[src/rtl/alu_ctrl_pkg.sv]
// Shared types and widths for the ALU request arbiter: FSM states, operand
// bundle and the packing order of the captured ALU flags.
package alu_ctrl_pkg;

    localparam int OP_W   = 3;
    localparam int DATA_W = 4;
    localparam int FLAG_W = 4;

    localparam int FLAG_ZERO = 0;
    localparam int FLAG_CIN  = 1;
    localparam int FLAG_OVF  = 2;
    localparam int FLAG_CMP  = 3;

    typedef enum logic [1:0] {
        IDLE = 2'd0,
        EXEC = 2'd1,
        RESP = 2'd2
    } state_t;

    typedef struct packed {
        logic [OP_W-1:0]   op;
        logic [DATA_W-1:0] a;
        logic [DATA_W-1:0] b;
    } alu_req_t;

    function automatic logic [FLAG_W-1:0] pack_flags(
        input logic zero,
        input logic cin,
        input logic ovf,
        input logic cmp
    );
        logic [FLAG_W-1:0] f;
        f            = '0;
        f[FLAG_ZERO] = zero;
        f[FLAG_CIN]  = cin;
        f[FLAG_OVF]  = ovf;
        f[FLAG_CMP]  = cmp;
        return f;
    endfunction

endpackage

[src/rtl/rr_arb2.sv]
// Two-input round-robin grant, purely combinational. When both inputs are
// valid the pointer picks the winner; the pointer register lives in the parent.
module rr_arb2 (
    input  logic [1:0] valid,
    input  logic       ptr,
    output logic [1:0] grant,
    output logic       grant_idx
);

    genvar gi;
    generate
        for (gi = 0; gi < 2; gi++) begin : g_grant
            assign grant[gi] = valid[gi] && (!valid[1-gi] || (ptr == 1'(gi)));
        end
    endgenerate

    assign grant_idx = grant[1];

endmodule

[src/rtl/alu_req_arbiter.sv]
// Shares one ALU between two requesters: round-robin accept, registered ALU
// operands, fixed-latency capture, response handshake. Define ALU_ARB_STATS_EN
// to add saturating per-requester grant counters (grant_cnt0/grant_cnt1).
module alu_req_arbiter
    import alu_ctrl_pkg::*;
#(
    parameter int ALU_LAT = 1
) (
    input  logic              clk,
    input  logic              rst,
    input  logic              req0_valid,
    output logic              req0_ready,
    input  logic [OP_W-1:0]   req0_op,
    input  logic [DATA_W-1:0] req0_a,
    input  logic [DATA_W-1:0] req0_b,
    input  logic              req1_valid,
    output logic              req1_ready,
    input  logic [OP_W-1:0]   req1_op,
    input  logic [DATA_W-1:0] req1_a,
    input  logic [DATA_W-1:0] req1_b,
    output logic [OP_W-1:0]   alu_select,
    output logic [DATA_W-1:0] alu_a,
    output logic [DATA_W-1:0] alu_b,
    input  logic [DATA_W-1:0] alu_result,
    input  logic              alu_zero,
    input  logic              alu_cin,
    input  logic              alu_overflow,
    input  logic              alu_compare,
    output logic              rsp_valid,
    input  logic              rsp_ready,
    output logic              rsp_id,
    output logic [DATA_W-1:0] rsp_result,
`ifdef ALU_ARB_STATS_EN
    output logic [7:0]        grant_cnt0,
    output logic [7:0]        grant_cnt1,
`endif
    output logic [FLAG_W-1:0] rsp_flags
);

    localparam logic [1:0] LAT_C = 2'(ALU_LAT);

    state_t            state_q, state_d;
    alu_req_t          req_q, req_d;
    logic              rr_ptr_q, rr_ptr_d;
    logic [1:0]        cnt_q, cnt_d;
    logic              rsp_id_q, rsp_id_d;
    logic [DATA_W-1:0] rsp_result_q, rsp_result_d;
    logic [FLAG_W-1:0] rsp_flags_q, rsp_flags_d;
    logic [1:0]        arb_valid, grant;
    logic              grant_idx, accept, lat_done;
    alu_req_t          req_in [2];

    assign req_in[0] = {req0_op, req0_a, req0_b};
    assign req_in[1] = {req1_op, req1_a, req1_b};

    // Requests are only visible to the arbiter in IDLE and outside reset, so
    // ready can never rise while busy or while rst is asserted.
    assign arb_valid = {req1_valid, req0_valid} & {2{(state_q == IDLE) && !rst}};
    assign accept    = |grant;
    assign lat_done  = (state_q == EXEC) && (cnt_q == LAT_C);

    rr_arb2 u_arb (
        .valid     (arb_valid),
        .ptr       (rr_ptr_q),
        .grant     (grant),
        .grant_idx (grant_idx)
    );

    always_ff @(posedge clk or posedge rst) begin
        if (rst) begin
            state_q <= IDLE;
        end else begin
            state_q <= state_d;
        end
    end

    always_comb begin
        state_d = state_q;
        case (state_q)
            IDLE:    if (accept)    state_d = EXEC;
            EXEC:    if (lat_done)  state_d = RESP;
            RESP:    if (rsp_ready) state_d = IDLE;
            default:                state_d = IDLE;
        endcase
    end

    always_comb begin
        req0_ready = grant[0];
        req1_ready = grant[1];
        rsp_valid  = (state_q == RESP);
    end

    always_comb begin
        req_d        = req_q;
        rr_ptr_d     = rr_ptr_q;
        cnt_d        = cnt_q;
        rsp_id_d     = rsp_id_q;
        rsp_result_d = rsp_result_q;
        rsp_flags_d  = rsp_flags_q;
        if (accept) begin
            req_d    = req_in[grant_idx];
            rsp_id_d = grant_idx;
            rr_ptr_d = ~grant_idx;
            cnt_d    = 2'd0;
        end else if (state_q == EXEC) begin
            if (lat_done) begin
                rsp_result_d = alu_result;
                rsp_flags_d  = pack_flags(alu_zero, alu_cin, alu_overflow, alu_compare);
                cnt_d        = 2'd0;
            end else begin
                cnt_d = cnt_q + 2'd1;
            end
        end
    end

    always_ff @(posedge clk or posedge rst) begin
        if (rst) begin
            req_q        <= '0;
            rr_ptr_q     <= 1'b0;
            cnt_q        <= 2'd0;
            rsp_id_q     <= 1'b0;
            rsp_result_q <= '0;
            rsp_flags_q  <= '0;
        end else begin
            req_q        <= req_d;
            rr_ptr_q     <= rr_ptr_d;
            cnt_q        <= cnt_d;
            rsp_id_q     <= rsp_id_d;
            rsp_result_q <= rsp_result_d;
            rsp_flags_q  <= rsp_flags_d;
        end
    end

    assign alu_select = req_q.op;
    assign alu_a      = req_q.a;
    assign alu_b      = req_q.b;
    assign rsp_id     = rsp_id_q;
    assign rsp_result = rsp_result_q;
    assign rsp_flags  = rsp_flags_q;

`ifdef ALU_ARB_STATS_EN
    logic [7:0] grant_cnt_q [2];
    logic [7:0] grant_cnt_d [2];

    genvar gi;
    generate
        for (gi = 0; gi < 2; gi++) begin : g_stats
            always_comb begin
                grant_cnt_d[gi] = grant_cnt_q[gi];
                if (grant[gi] && (grant_cnt_q[gi] != 8'hFF)) begin
                    grant_cnt_d[gi] = grant_cnt_q[gi] + 8'd1;
                end
            end

            always_ff @(posedge clk or posedge rst) begin
                if (rst) begin
                    grant_cnt_q[gi] <= 8'd0;
                end else begin
                    grant_cnt_q[gi] <= grant_cnt_d[gi];
                end
            end
        end
    endgenerate

    assign grant_cnt0 = grant_cnt_q[0];
    assign grant_cnt1 = grant_cnt_q[1];
`endif

endmodule
[config.mk]
export PLATFORM = sky130hd
export DESIGN_NAME = alu_req_arbiter
export DESIGN_NICKNAME = d
export VERILOG_FILES = /design/src/rtl/alu_ctrl_pkg.sv /design/src/rtl/rr_arb2.sv /design/src/rtl/alu_req_arbiter.sv
export SDC_FILE = /design/constraint.sdc
export NUM_CORES = 1
export LEC_CHECK = 0
export CAP_MARGIN = 20
export CORE_ASPECT_RATIO = 2
export CORE_MARGIN = 2
export CORE_UTILIZATION = 39
export DETAILED_ROUTE_END_ITERATION = 8
export HOLD_SLACK_MARGIN = 0.15
export PLACE_DENSITY = 0.86
export SYNTH_ARGS = -nofsm -noshare
export SYNTH_HDL_FRONTEND = slang
export SYNTH_HIERARCHICAL = 1
export SYNTH_SLANG_ARGS = --single-unit
[constraint.sdc]
create_clock -name clk -period 2.9 [get_ports clk]
set_clock_uncertainty 0.2 [all_clocks]
set_input_delay 0.87 -clock clk [delete_from_list [all_inputs] [get_ports clk]]
set_output_delay 0.87 -clock clk [all_outputs]
set_load 0.05 [all_outputs]
# Word-level counts from Yosys, hierarchy flattened
# Index checks and enable logic that the tools add are counted.
[totals] ff_bits=25 inputBits=35 output_inout_bits=23 wordCells=46
[op_classes] addsub=1 n_lt_le_gt_ge=1 n_eq_ne=6 n_mux=10 bitwise_logic=5 reduce_logical=14
[ops] operator="two-way mux 11 bit" count=3
[ops] operator="two-way mux 2 bit" count=6
[ops] operator="one-hot mux 2 bit (3 select lines)" count=1
[ops] operator="AND reduction 3 bit" count=2
[ops] operator="equality test 2 x 1 -> 1 bit (second input constant)" count=2
[ops] operator="logical AND 1 bit" count=4
[ops] operator="inequality test 2 bit (second input constant)" count=2
[ops] operator="logical NOT 1 bit" count=3
[ops] operator="inverter 1 bit" count=3
[ops] operator="adder 2 x 1 -> 2 bit (second input constant)" count=1
[ops] operator="AND 2 bit" count=1
[ops] operator="equality test 2 bit (second input constant)" count=1
[ops] operator=">= comparator 2 bit (second input constant)" count=1
[ops] operator="logical NOT 2 bit" count=1
[ops] operator="logical OR 1 bit" count=2
[ops] operator="inequality test 2 x 1 -> 1 bit (second input constant)" count=1
[ops] operator="inverter 1 -> 2 bit" count=1
[ops] operator="nonzero test 2 bit" count=1
[ops] operator="OR reduction 2 bit" count=1

# Depth between registers and ports, before layout
[depth] depth_word=10 mapped_depth=9

# Cells and area by module
# Netlist, hierarchy kept.
[modules_own_cells] mod="alu_req_arbiter" instances=1 cells_each=96 area_each_um2=1117.3
[modules_own_cells] mod="rr_arb2" instances=1 cells_each=4 area_each_um2=26.3

# Worst setup path before layout
# Ideal clock, no wire load.
[synth_timing] path_kind="in2out" startpoint="input rst" endpoint="output req0_ready" arrival_time_ns=2.090 t_required_ns=1.830 path_slack_ns=-0.260 path_stages=3 path_buffers=0 path_cell_list="nor3_1 -> and2_1 -> a21boi_1"
[synth_between] elab_cells_between_ends=6 cone_classes="bitwise (1); reduce/logical (5)"
[synth_rtl] element="start: declaration" line_no="alu_req_arbiter.sv:10" rtl="input logic rst,"
[synth_rtl] element="logical NOT 1 bit (no source line)"
[synth_rtl] element="logical AND 1 bit" line_no="alu_req_arbiter.sv:58" rtl="assign arb_valid = {req1_valid, req0_valid} & {2{(state_q == IDLE) && !rst}};"
[synth_rtl] element="AND 2 bit" line_no="alu_req_arbiter.sv:58"
[synth_rtl] element="net arb_valid[0]" line_no="alu_req_arbiter.sv:49" rtl="logic [1:0] arb_valid, grant;"
[synth_rtl] element="logical AND 1 bit" line_no="rr_arb2.sv:13" rtl="assign grant[gi] = valid[gi] && (!valid[1-gi] || (ptr == 1'(gi)));"
[synth_rtl] element="end: declaration" line_no="alu_req_arbiter.sv:12" rtl="output logic req0_ready,"
# The timed path passes the listed nets, and every way through them passes these cells.

# Final worst setup path
# Same ends and word-level chain as after synthesis.

==> impl_metrics.toml <==
[status]
status = "finished, final reports clean"

[clocking]
clk_latency_ns = 0.27
tritoncts = "built"
cts_sinks = 25
clk_pin_slew_worst_paths_ns = 0.08
htreeDepth = 1
holdBufCountCts = 0
root_buffer = "clkbuf_8"
cts_buffers = 3
cts_buffer_depth = 2

[critical_path]
r2r_slack_ns = 0.41
end_kind = "output pin"
crit_slowest_cell = "a21boi_4"
cp.arrival_ns = 1.83
worst-setup-path-type = "input pin to output pin"
worstPathMaxFanout = 2
crit_chain = "clkdlybuf4s15_1, nor3_2, and2_4, a21boi_4, buf_12"
slowest_delay_ns = 0.22
start_kind = "input pin"
crit_required_ns = 1.83

[cells_and_area]
area_growth_pct = 63.1
layout_common_cells = "clkdlybuf4s50_1, dfrtp_1, nand2_1"
drive_gt1_share_pct = 18.5
design_area_sq_um = 1870
nNetsFinal = 198
fin_cells = 191
layout_commonest_cell = "clkdlybuf4s50_1"
antenna_cells = 0

[detailed_routing]
drc = 0
num_vias = 994
wirelength_microns = 3010
wire_per_inst_microns = 15.7
drt.antenna.violating_nets = 0
vias_per_cell = 5.20
first_iter_violations = 4
drtPass1Iterations = 4

[power]
power_mw = 2.10
internal_power_mw = 1.09
p_leak_nw = 0.820
p_clk_share_pct = 9.7
power_density_nw_per_um2 = 1130
sw_frac_of_total_pct = 48.0
p_switching_mw = 1.01
share_seq_of_total_power_pct = 29.9
p_comb_share_pct = 60.4
peakVddDrop_v = 0.000788

[floorplanning]
dieArea_sq_um = 3410
coreArea_sq_um = 2770
die_h_microns = 80.6
die_w_microns = 42.3
ios = 58
rows = 27
initial_core_util_pct = 41.3

[timing]
timing.fmax_ghz = 0.345
hold_viol = 0
slew_headroom_pct = 64.2
setup_viol = 0
period_minus_slack_ns = 2.90
tightest_slew_ns = 0.535
period_share_pct = 99.8
slew_viol_final = 0
hold_ws_ns = 0.290

[grt]
grt_max_degree = 26
antenna_found_initial = 0
grt_use_total_pct = 19.0
grt_pass1_vias = 1021
overflow = 0
grt_pass1_wl_microns = 4810

[synth]
synth_adder_area_share_pct = 0
synth_mux_area_share_pct = 18.2
synth-simple-area-share_pct = 14.0
ys_warn_count = 6
synth_cells = 100
synth.distinct_cells = 25
synth_nets = 135
postSynthAreaPerCell_sq_um = 11.4
ys_ff_latch = 25
synth-xor-area-share_pct = 0.766
synth_top_family_by_area = "multiplexers"
synth_compound_area_share_pct = 8.21
seq_area_frac_synth_pct = 54.7
netlist_area_sq_um = 1140

[placed_design]
dp_hpwl_microns = 2240
dp.cells = 184
place.gp.congestion = 0.764
portBuffers = 57
place_area_sq_um = 1770

[min_path]
hold_path_class = "flip-flop to flip-flop"

[flow_run]
max_cap_viol_count = 0
## kinds of logic after synthesis
logic type / after synthesis
simple gates: 29
xor+xnor: 1
compound gates: 17
mux: 19
flops: 25
buf+inv: 9
## state kept, by name, summed over array words and instances (netlist names)
signal,flops
cnt_q,2
rr_ptr_q,1
alu_a,4
state_q,2
rsp_result,4
rsp_id,1
alu_select,3
alu_b,4
rsp_flags,4
## per-layer routing
metal  vias to the layer above  track usage, %  share of wire [%]
li1                        461               -                  -
met1                       480            19.8                 35
met2                        48            36.2                 58
met3                         5            2.70                5.4
met4                         0            8.44                2.0
met5                         -               0                  0
## metrics by stage
step	setup slack, ns	util (%)	setup TNS, ns
2_1_floorplan	0.103	-	0
3_3_place_gp	-0.174	64.0	-1.48
3_5_place_dp	-0.232	64.0	-3.45
4_1_cts	0.0185	67.0	0
5_1_grt	-0.0284	67.3	-0.0317
6_report	0.00481	67.3	0
## power groups by stage
stage	Clock, mW	Combinational [mW]	Sequential [mW]
finish	0.204	1.27	0.629
global route	0.227	1.33	0.655
CTS	0.209	1.27	0.630
detailed placement	0	1.25	0.631
global placement	0	1.22	0.618
floorplan	0	0.366	1.08
## worst max-delay path, delay by kind of cell
kind / cells / cell delay [ns]
and+or+nand+nor: 2 / 0.38
AOI/OAI and AO/OA: 1 / 0.22
buffers and inverters: 2 / 0.36
## timing repair
action | in CTS | in global routing
buffers inserted | 2 | 1
hold endpoints to repair | 0 | 0
pin swaps | 3 | 1
setup endpoints to repair | 2 | 3
resized for setup | 9 | 1
## final timing paths
| kind | from | endpoint | cells after the start |
|---|---|---|---|
| setup reg to reg | state_q[0]$_DFFE_PP0P_ | rsp_result[2]$_DFFE_PP0P_ | 8 |
| setup / recovery | rst | req0_ready | 5 |
| hold reg to reg | alu_b[0]$_DFFE_PP0P_ | alu_b[0]$_DFFE_PP0P_ | 2 |
| max in group asynchronous | rst | state_q[0]$_DFFE_PP0P_ | 3 |
| hold / removal | alu_b[0]$_DFFE_PP0P_ | alu_b[0]$_DFFE_PP0P_ | 2 |
| min in group asynchronous | rst | state_q[1]$_DFFE_PP0P_ | 3 |
## cells in the mapped netlist
cell      instances  share of area [%]
o21ai_0          12                5.3
nor2_1            4                1.3
mux2i_1          11                9.6
mux2_4            2                2.6
inv_1             3               0.98
a31oi_1           1               0.55
nor2_4            1               0.98
mux2_2            6                5.9
nor3_1            1               0.44
nand2_1          16                5.3
a21oi_1           1               0.44
o31ai_1           1               0.66
buf_2             2               0.88
nand3b_1          1               0.66
a21boi_1          2                1.3
buf_4             1               0.66
buf_6             1               0.98
xnor2_1           1               0.77
dfrtp_1          25                 55
and2_1            2                1.1
nor3b_4           1                1.6
or2_2             1               0.55
clkbuf_1          2               0.66
nor2b_1           1               0.55
nand3_4           1                1.5
## area by class of cell
type / count / area (sq um)
Tap cell: 29 / 36.3
Clock buffer: 3 / 41.3
Timing Repair Buffer: 64 / 643
Inverter: 3 / 11.3
Clock inverter: 1 / 5.00
Sequential cell: 25 / 626
Fill cell: 213 / 905
Multi-Input combinational cell: 66 / 503
Power figures use the tool's default switching activity.
